**src/rtl/life_pkg.sv**
```systemverilog
// Shared types for the life board engines: saver FSM states, cell addresses
// and grid-size helpers.
package life_pkg;

    localparam int LIFE_WIDTH = 12;

    typedef enum logic [1:0] {
        IDLE  = 2'd0,
        RUN   = 2'd1,
        DRAIN = 2'd2,
        DONE  = 2'd3
    } saver_state_t;

    typedef logic [2*LIFE_WIDTH-1:0] cell_addr_t;

    function automatic int cells_of(input int rows, input int cols);
        return rows * cols;
    endfunction

    localparam int DEF_CELLS = cells_of(5, 5);

endpackage

```
**src/rtl/rd_delay_line.sv**
```systemverilog
// Tags each RAM read with its address and walks it through DEPTH stages so the
// tag lines up with the synchronous-read data.
module rd_delay_line #(
    parameter int DEPTH = 1,
    parameter int AW    = 24
) (
    input  logic          clk,
    input  logic          rst_n,
    input  logic          in_valid,
    input  logic [AW-1:0] in_addr,
    output logic          out_valid,
    output logic [AW-1:0] out_addr,
    output logic          pending
);

    logic [DEPTH-1:0] valid_q;
    logic [AW-1:0]    addr_q [DEPTH];

    always_ff @(posedge clk or negedge rst_n) begin
        if (!rst_n) begin
            valid_q <= '0;
        end else begin
            valid_q[0] <= in_valid;
            for (int i = 1; i < DEPTH; i++) begin
                valid_q[i] <= valid_q[i-1];
            end
        end
    end

    // Address tags carry no meaning without their valid bit, so they skip reset.
    always_ff @(posedge clk) begin
        addr_q[0] <= in_addr;
        for (int i = 1; i < DEPTH; i++) begin
            addr_q[i] <= addr_q[i-1];
        end
    end

    // Anything still in flight ahead of the output stage.
    always_comb begin
        pending = 1'b0;
        for (int i = 0; i < DEPTH - 1; i++) begin
            pending = pending | valid_q[i];
        end
    end

    assign out_valid = valid_q[DEPTH-1];
    assign out_addr  = addr_q[DEPTH-1];

endmodule

```
**src/rtl/grid_saver.sv**
```systemverilog
// Copies the live board RAM into the init RAM one cell per clock, counting live
// cells; kicked off by any level change on the toggle-style start input.
module grid_saver
    import life_pkg::*;
#(
    parameter int P_PARAM_M    = 5,
    parameter int P_PARAM_N    = 5,
    parameter int WIDTH        = 12,
    parameter int READ_LATENCY = 1
) (
    input  logic                 clk,
    input  logic                 rst_n,
    input  logic                 start,
    output logic [2*WIDTH-1:0]   src_addr,
    input  logic                 src_val,
    output logic [2*WIDTH-1:0]   dst_addr,
    output logic                 dst_en,
    output logic                 dst_val,
    output logic                 busy,
    output logic                 finish,
    output logic [2*WIDTH-1:0]   live_count,
    output saver_state_t         state_dbg
);

    localparam int            AW        = 2 * WIDTH;
    localparam int            CELLS     = cells_of(P_PARAM_M, P_PARAM_N);
    localparam logic [AW-1:0] LAST_ADDR = AW'(CELLS - 1);

    // Handshake: a request is any level change on start relative to the value
    // registered last cycle; it is accepted only in IDLE and consumed in every
    // state, so a toggle seen while busy is dropped rather than queued.
    saver_state_t  state;
    logic          prev_start;
    logic          trigger;
    logic          push_valid;
    logic          dl_valid;
    logic [AW-1:0] dl_addr;
    logic          dl_pending;

    assign trigger    = start ^ prev_start;
    assign push_valid = (state == RUN);
    assign state_dbg  = state;

    rd_delay_line #(
        .DEPTH (READ_LATENCY),
        .AW    (AW)
    ) u_delay (
        .clk       (clk),
        .rst_n     (rst_n),
        .in_valid  (push_valid),
        .in_addr   (src_addr),
        .out_valid (dl_valid),
        .out_addr  (dl_addr),
        .pending   (dl_pending)
    );

    always_ff @(posedge clk or negedge rst_n) begin
        if (!rst_n) begin
            state      <= IDLE;
            prev_start <= 1'b0;
            src_addr   <= '0;
            dst_addr   <= '0;
            dst_en     <= 1'b0;
            dst_val    <= 1'b0;
            busy       <= 1'b0;
            finish     <= 1'b0;
            live_count <= '0;
        end else begin
            prev_start <= start;

            // Write stage: the tag leaving the delay line matches src_val now.
            if (dl_valid) begin
                dst_en     <= 1'b1;
                dst_addr   <= dl_addr;
                dst_val    <= src_val;
                live_count <= live_count + AW'(src_val);
            end else begin
                dst_en <= 1'b0;
            end

            case (state)
                IDLE: begin
                    if (trigger) begin
                        state      <= RUN;
                        src_addr   <= '0;
                        finish     <= 1'b0;
                        live_count <= '0;
                        busy       <= 1'b1;
                    end
                end
                RUN: begin
                    if (src_addr == LAST_ADDR) begin
                        state <= DRAIN;
                    end else begin
                        src_addr <= src_addr + AW'(1);
                    end
                end
                DRAIN: begin
                    // Only the output stage may still hold the final tag; it
                    // is written on this same edge.
                    if (!dl_pending) begin
                        state <= DONE;
                    end
                end
                DONE: begin
                    dst_en <= 1'b0;
                    busy   <= 1'b0;
                    finish <= 1'b1;
                    state  <= IDLE;
                end
                default: begin
                    state <= IDLE;
                end
            endcase
        end
    end

endmodule
```
**config.mk**
```make
export PLATFORM = sky130hd
export DESIGN_NAME = grid_saver
export DESIGN_NICKNAME = d
export VERILOG_FILES = /design/src/rtl/life_pkg.sv /design/src/rtl/rd_delay_line.sv /design/src/rtl/grid_saver.sv
export SDC_FILE = /design/constraint.sdc
export NUM_CORES = 1
export LEC_CHECK = 0
export BUFFER_PORTS_ARGS = -buffer_cell sky130_fd_sc_hd__clkbuf_2
export CORE_MARGIN = 2
export CORE_UTILIZATION = 35
export DETAILED_ROUTE_END_ITERATION = 16
export SLEW_MARGIN = 20
export SYNTH_ARGS = -nofsm -noshare
export SYNTH_HDL_FRONTEND = slang
export SYNTH_SLANG_ARGS = --single-unit
export TNS_END_PERCENT = 20
```
**constraint.sdc**
```tcl
create_clock -name clk -period 2.2 [get_ports clk]
set_input_delay 0.22 -clock clk [delete_from_list [all_inputs] [get_ports clk]]
set_output_delay 0.22 -clock clk [all_outputs]
set_load 0.005 [all_outputs]
```
## Yosys cells after proc, flatten, opt, wreduce, memory -nomap -nowiden

Memory sizes are Yosys's and may differ from the RTL's. A register that Yosys moved wholly into a read port is not among the register bits.
Cells that the tools add are included.

- Register bits after elaboration: 56
- Bits in writable memories: 24
- Bits of input ports: 4
- Output and inout bits: 78
- Logic and storage cells: 42
- Memories kept: 1

- Add/sub/neg operators: 2
- Eq/ne operators: 7
- Multiplexer cells: 15
- Bitwise operators: 1
- Reductions and logical operators: 7

Memories:

| name | depth | width | rd ports | clocked after Yosys merged registers in | wr ports | RTL line | text |
|---|---|---|---|---|---|---|---|
| u_delay.addr_q | 1 | 24 | 1 | 1 | 1 | rd_delay_line.sv:17 | `logic [AW-1:0] addr_q [DEPTH];` |

Operators with widths:

| kind | count |
|---|---|
| 2-to-1 mux 24 bit | 5 |
| one-hot mux 24 bit (2 select lines) | 1 |
| adder 24 x 1 -> 24 bit | 1 |
| adder 24 x 1 -> 24 bit, second input constant | 1 |
| == test 24 x 5 -> 1 bit, second input constant | 1 |
| one-hot mux 2 bit (4 select lines) | 1 |
| != test 2 bit, second input constant | 3 |
| == test 2 bit, second input constant | 2 |
| 2-to-1 mux 1 bit | 4 |
| 2-to-1 mux 2 bit | 2 |
| one-hot mux 1 bit (2 select lines) | 2 |
| AND reduction 2 bit | 2 |
| nonzero test 2 bit | 2 |
| AND reduction 3 bit | 1 |
| == test 2 x 1 -> 1 bit, second input constant | 1 |
| logical NOT 2 bit | 1 |
| logical NOT 1 bit | 1 |
| bitwise XOR 1 bit | 1 |

## Logic depth before layout (Yosys ltp)

- Word-level depth: 4
- Depth in mapped cells: 8

## Modules after synthesis

A second synthesis with hierarchy kept.

- Cells, all modules: 401
- Area, all modules: 4450.5 um^2

Modules (own cells, without submodules):

| module | instances | cells each | area an instance (um^2) | seq. area each (um^2) |
|---|---|---|---|---|
| grid_saver | 1 | 374 | 3933.8 | 1976.9 |
| rd_delay_line | 1 | 27 | 516.7 | 505.5 |

## Worst setup path after synthesis

Ideal clock, no wire load.

- Path kind: reg-to-reg
- Start: reg state[0], in the netlist state_dbg[0]
- End: reg src_addr[23]
- Setup time: 0.132 ns
- Data arrival time: 1.724 ns
- Path slack: 0.344 ns
- Stages on the path, launching flop included: 9
- Buffers on the path: 3
- Clock period less this slack: 1.856 ns
- Path through: dfrtp_1 inv_1 ha_1 buf_2 nor2b_1 clkbuf_1 and2_0 clkbuf_1 nor2_1

- Cells in the longest elaborated chain, start to end: 3
- Elaborated cells on any way between the ends: 7
- Classes of those cells: eq/ne (3); mux (1); reduce/logical (3)

RTL lines:

| what | RTL line | text |
|---|---|---|
| start, declared | grid_saver.sv:32 | `saver_state_t state;` |
| start signal, assigned | grid_saver.sv:59 | `state <= IDLE;` |
| start signal, assigned | grid_saver.sv:84 | `state <= RUN;` |
| start signal, assigned | grid_saver.sv:93 | `state <= DRAIN;` |
| == test 2 x 1 -> 1 bit or logical NOT 2 bit (tied branches) | grid_saver.sv:81 | `case (state)` |
| != test 2 bit (no source line) or nonzero test 2 bit (tied branches) | n/a |  |
| AND reduction 3 bit (no source line) | n/a |  |
| end signal, assigned | grid_saver.sv:95 | `src_addr <= src_addr + AW'(1);` |
| end, declared | grid_saver.sv:14 | `output logic [2*WIDTH-1:0] src_addr,` |

Parallel ways exist; a longest one is shown, timed or not.
A chain may end at the register's enable or synchronous reset.

## Final worst setup path

- Start: reg state[1], in the netlist state_dbg[1]
- End: reg src_addr[14]

- Cells in the longest elaborated chain, start to end: 3
- Elaborated cells on any way between the ends: 7
- Classes of those cells: eq/ne (3); mux (1); reduce/logical (3)

RTL lines:

| what | RTL line | text |
|---|---|---|
| == test 2 x 1 -> 1 bit * | n/a |  |
| net push_valid | grid_saver.sv:35 | `logic push_valid;` |
| != test 2 bit (no source line) or nonzero test 2 bit (tied branches) | n/a |  |
| AND reduction 3 bit (no source line) | n/a |  |

Mark *: on every way through the listed nets, which the timed path passes. The rest lies on a longest branch.

==> metrics list <==
* Sink count of the clock tree: roughly 100
* Average footprint of a synthesized cell: about 11 sq um
* Result of the run: completed
- Setup repair after global routing missed its margin: no
- Worst Max-Slew Pin Slew: approximately 0.55 ns
* Largest fanout on the critical path: 8
* Total Wirelength: ~9500 microns
- Post-route design area: 5249 sq um
- Critical path arrival: ~2.3 ns
* Num ports: between 80 and 90
- In this run the cell area measured after placement is 4922 sq um.
* CTS Buf Count: 9
- Routability-driven placement finished with a final weighted congestion of just over 0.8.
- Number of buffers inserted by post-CTS setup repair: 0
- Counting flops with a built-in enable in the synthesized netlist gives 0.
- Detailed placement finished with a half-perimeter wire length of between 6000 and 7000 microns.
* Min-Delay Path Depth: 2
* Critical-path cell with the highest stage delay: dfrtp_1
* Clock Latency Late Sink: around 0.35 ns
- For this design the static power due to leakage is ~2.5 nW.
* Worst Hold Endpoint: dst_val
* Antenna diode count: 0
* R2R setup slack: roughly 0.20 ns
- Of the synthesized area, sequential elements account for 0.5889.
* First-pass GRT wire length: approximately 16000 microns
* Ys async rst share: 0.7692
- Measured along the y axis, the die boundary spans 113.7 microns.
- The final layout contains about 500 nets.
- Depth of the worst register-to-register path: 7
- TritonCTS built the clock tree.
- In this run the remaining antenna-violating nets after routing total 0.
* Category of the worst setup path launch point: flip-flop
- Measured against its own limit, the worst slew margin works out to 0.6292.
- Static timing analysis puts the maximum clock frequency at 500.2 MHz.
- Setup total negative slack: 0 ns
- Area enclosed by the die boundary: approximately 13000 sq um
* Setup Skew: around 0.008 ns
- In this run the cell area of the synthesized design comes to between 4000 and 5000 sq um.
- Count of buffers inserted at the top-level ports: 81
- Final core utilization: 0.4425
* Number of cell rows: 40
- The die is roughly 110 microns wide.
- The tightest min-delay check is of the input port to flip-flop type.
* Initial antenna violation count: 0
* DRC violations left: 0
- On the worst path, the slowest cell contributes a delay of between 0.4 and 0.5 ns.
- Overall fraction of global-route tracks in use: 0.1562
- The area growth from synthesis to layout is 24.52%.
- In the final routed layout, each cell accounts on average for ~15 microns.
- Max-cap violations in this run came to 0.
- The synthesized design contains 104 register bits.
- Hold Worst Slack: between 0.15 and 0.2 ns
- For this configuration, the core starts out at a cell density of 0.3554.
- The count of final max-slew check failures is 0.
* Net Count, Synth: 387
- The number of failing hold endpoints at the final stage came to 0.
* Vias per std cell: 4.948
- For this block, the via count after detailed routing is approximately 3100.
- Clock Tree Root: clkbuf_16
- Power density of the placed cells: a little over 900 nW/um^2
* Number of optimization iterations in the first detailed-route pass: 4
- After clock tree synthesis, the clock-pin slew on the worst setup and hold paths is 0.08 ns.
- Class of the most critical setup path: flip-flop to flip-flop
* Min cycle time layout: 1.999 ns
* Final worst path period share: 0.9087
- The worst register-to-register path ends at src_addr[14].
* Crit Reg-Reg Startpoint: state_dbg[1]
- Hold path startpoint: src_val
- Data on the critical path is required at its endpoint by ~2.5 ns.
- Counting along the longest clock path gives a buffer depth of 2.
- Aggregate global routing overflow: 0
- Core area: around 12000 sq um
* H-tree Lvls: 3
- Counting distinct cell types in the post-synthesis netlist gives 37.
* Maximum vdd ir drop: approximately 0.6 mV
- Yosys printed 0 warnings.
* Critical Path, Cell by Cell: inv_1, ha_1, o21ai_0, a21oi_2, nand2_2, or3_1, a21oi_1
- Gate Count Post-Synth: about 380
- The detailed router finished its first iteration with approximately 170 violations.
- Pin count of the biggest net entering global routing: 44
- The worst setup path is captured at a flip-flop.
- Vias in the first global route: 3096
* Primary FF master, synth: dfrtp_1
- Layout cell share with drive strength beyond 1: 0.3174
- Final-report setup violation count: 0
[critical path, delay by kind of cell, from the launching register on]
kind | cells | cell delay [ns]
DFF | 1 | 0.43
adders and majority gates | 1 | 0.27
AOI/OAI and AO/OA | 3 | 0.69
buffers and inverters | 1 | 0.10
and+or+nand+nor | 2 | 0.43
[sequential cells by signal, summed over array words and instances, names as in the netlist]
register and count:
busy 1, dst_en 1, u_delay.addr_q 24, src_addr 24, u_delay.out_valid 1, state_dbg 2, live_count 24, dst_addr 24
dst_val 1, finish 1, prev_start 1
[layer usage]
metal,up-vias,part of all wire,track usage
met2,69,0.46,0.2419
li1,1499,-,-
met5,-,0,0
met1,1537,0.48,0.2122
met4,0,0.011,0.04472
met3,7,0.047,0.04942
[repair_timing]
| item | 4_1_cts | 5_1_grt |
|---|---|---|
| setup endpoints to repair | 0 | 2 |
| hold buffers | 2 | 0 |
| resized for setup | 0 | 2 |
| hold endpoints to repair | 38 | 0 |
[placed cells by master, fill, tap and decap left out, types with 19 or more instances in the layout]
cell type   n
clkbuf_2   80
buf_4      19
dfxtp_1    24
o21ai_0    20
dfrtp_1    80
nand2_1    19
xor2_1     22
mux2_2     26
nor2_1     42
nand3_1    19
[report_power, final]
group	internal [mW]	switching (mW)
Combinational	0.441	0.576
Sequential	2.08	0.141
Clock	0.804	0.783
[cell usage after synthesis, types with 3 or more instances]
master,number,area (sq um)
nand2_1,19,71.32
dfxtp_1,24,480.5
nor4_1,6,37.54
dfrtp_1,80,2002
a21oi_1,12,60.06
ha_1,8,100.1
inv_1,12,45.04
nor3_1,12,60.06
or3_1,11,68.82
mux2_2,26,292.8
clkbuf_1,8,30.03
and4_1,4,35.03
xor2_1,22,192.7
nor2_1,42,157.7
nand4_1,12,75.07
o21ai_0,20,100.1
and2_1,3,18.77
xnor2_1,12,105.1
nand3_1,19,95.09
[logic make-up after synthesis]
group                      share of synthesized area
buffers and inverters                        0.02078
AOI/OAI and AO/OA                            0.05106
xor gates and xnor gates                     0.07064
adders and majority gates                    0.02375
muxes                                        0.07421
DFF                                           0.5889
and+or+nand+nor                               0.1707
[worst max-delay path by stage]
stage                            start           end  slack (ns)
after floorplan           state_dbg[0]  src_addr[23]        0.34
after global placement     src_addr[1]  state_dbg[1]        0.14
after detailed placement   src_addr[1]  state_dbg[1]        0.17
after CTS                  src_addr[1]  state_dbg[1]        0.15
after global routing      state_dbg[1]  src_addr[12]        0.05
final                     state_dbg[1]  src_addr[14]        0.20
[final cells by class]
cell class | instances | area (sq um)
fill | 1125 | 6613
sequential | 104 | 2482
multi-input combinational | 248 | 1655
timing repair buffer | 102 | 583.1
clock buffer | 9 | 225.2
tap | 147 | 183.9
clock inverter | 7 | 73.82
inverter | 12 | 45.04
[stage by stage]
step / instances / total power [mW] / setup slack [ns]
floorplan: 375 / 2.855 / 0.3441
global placement: 611 / 3.270 / 0.1395
detailed placement: 611 / 3.296 / 0.1670
CTS: 629 / 4.901 / 0.1527
global route: 629 / 5.132 / 0.04883
finish: 629 / 4.827 / 0.2009
Note: power is estimated with default switching activity, not from simulation.
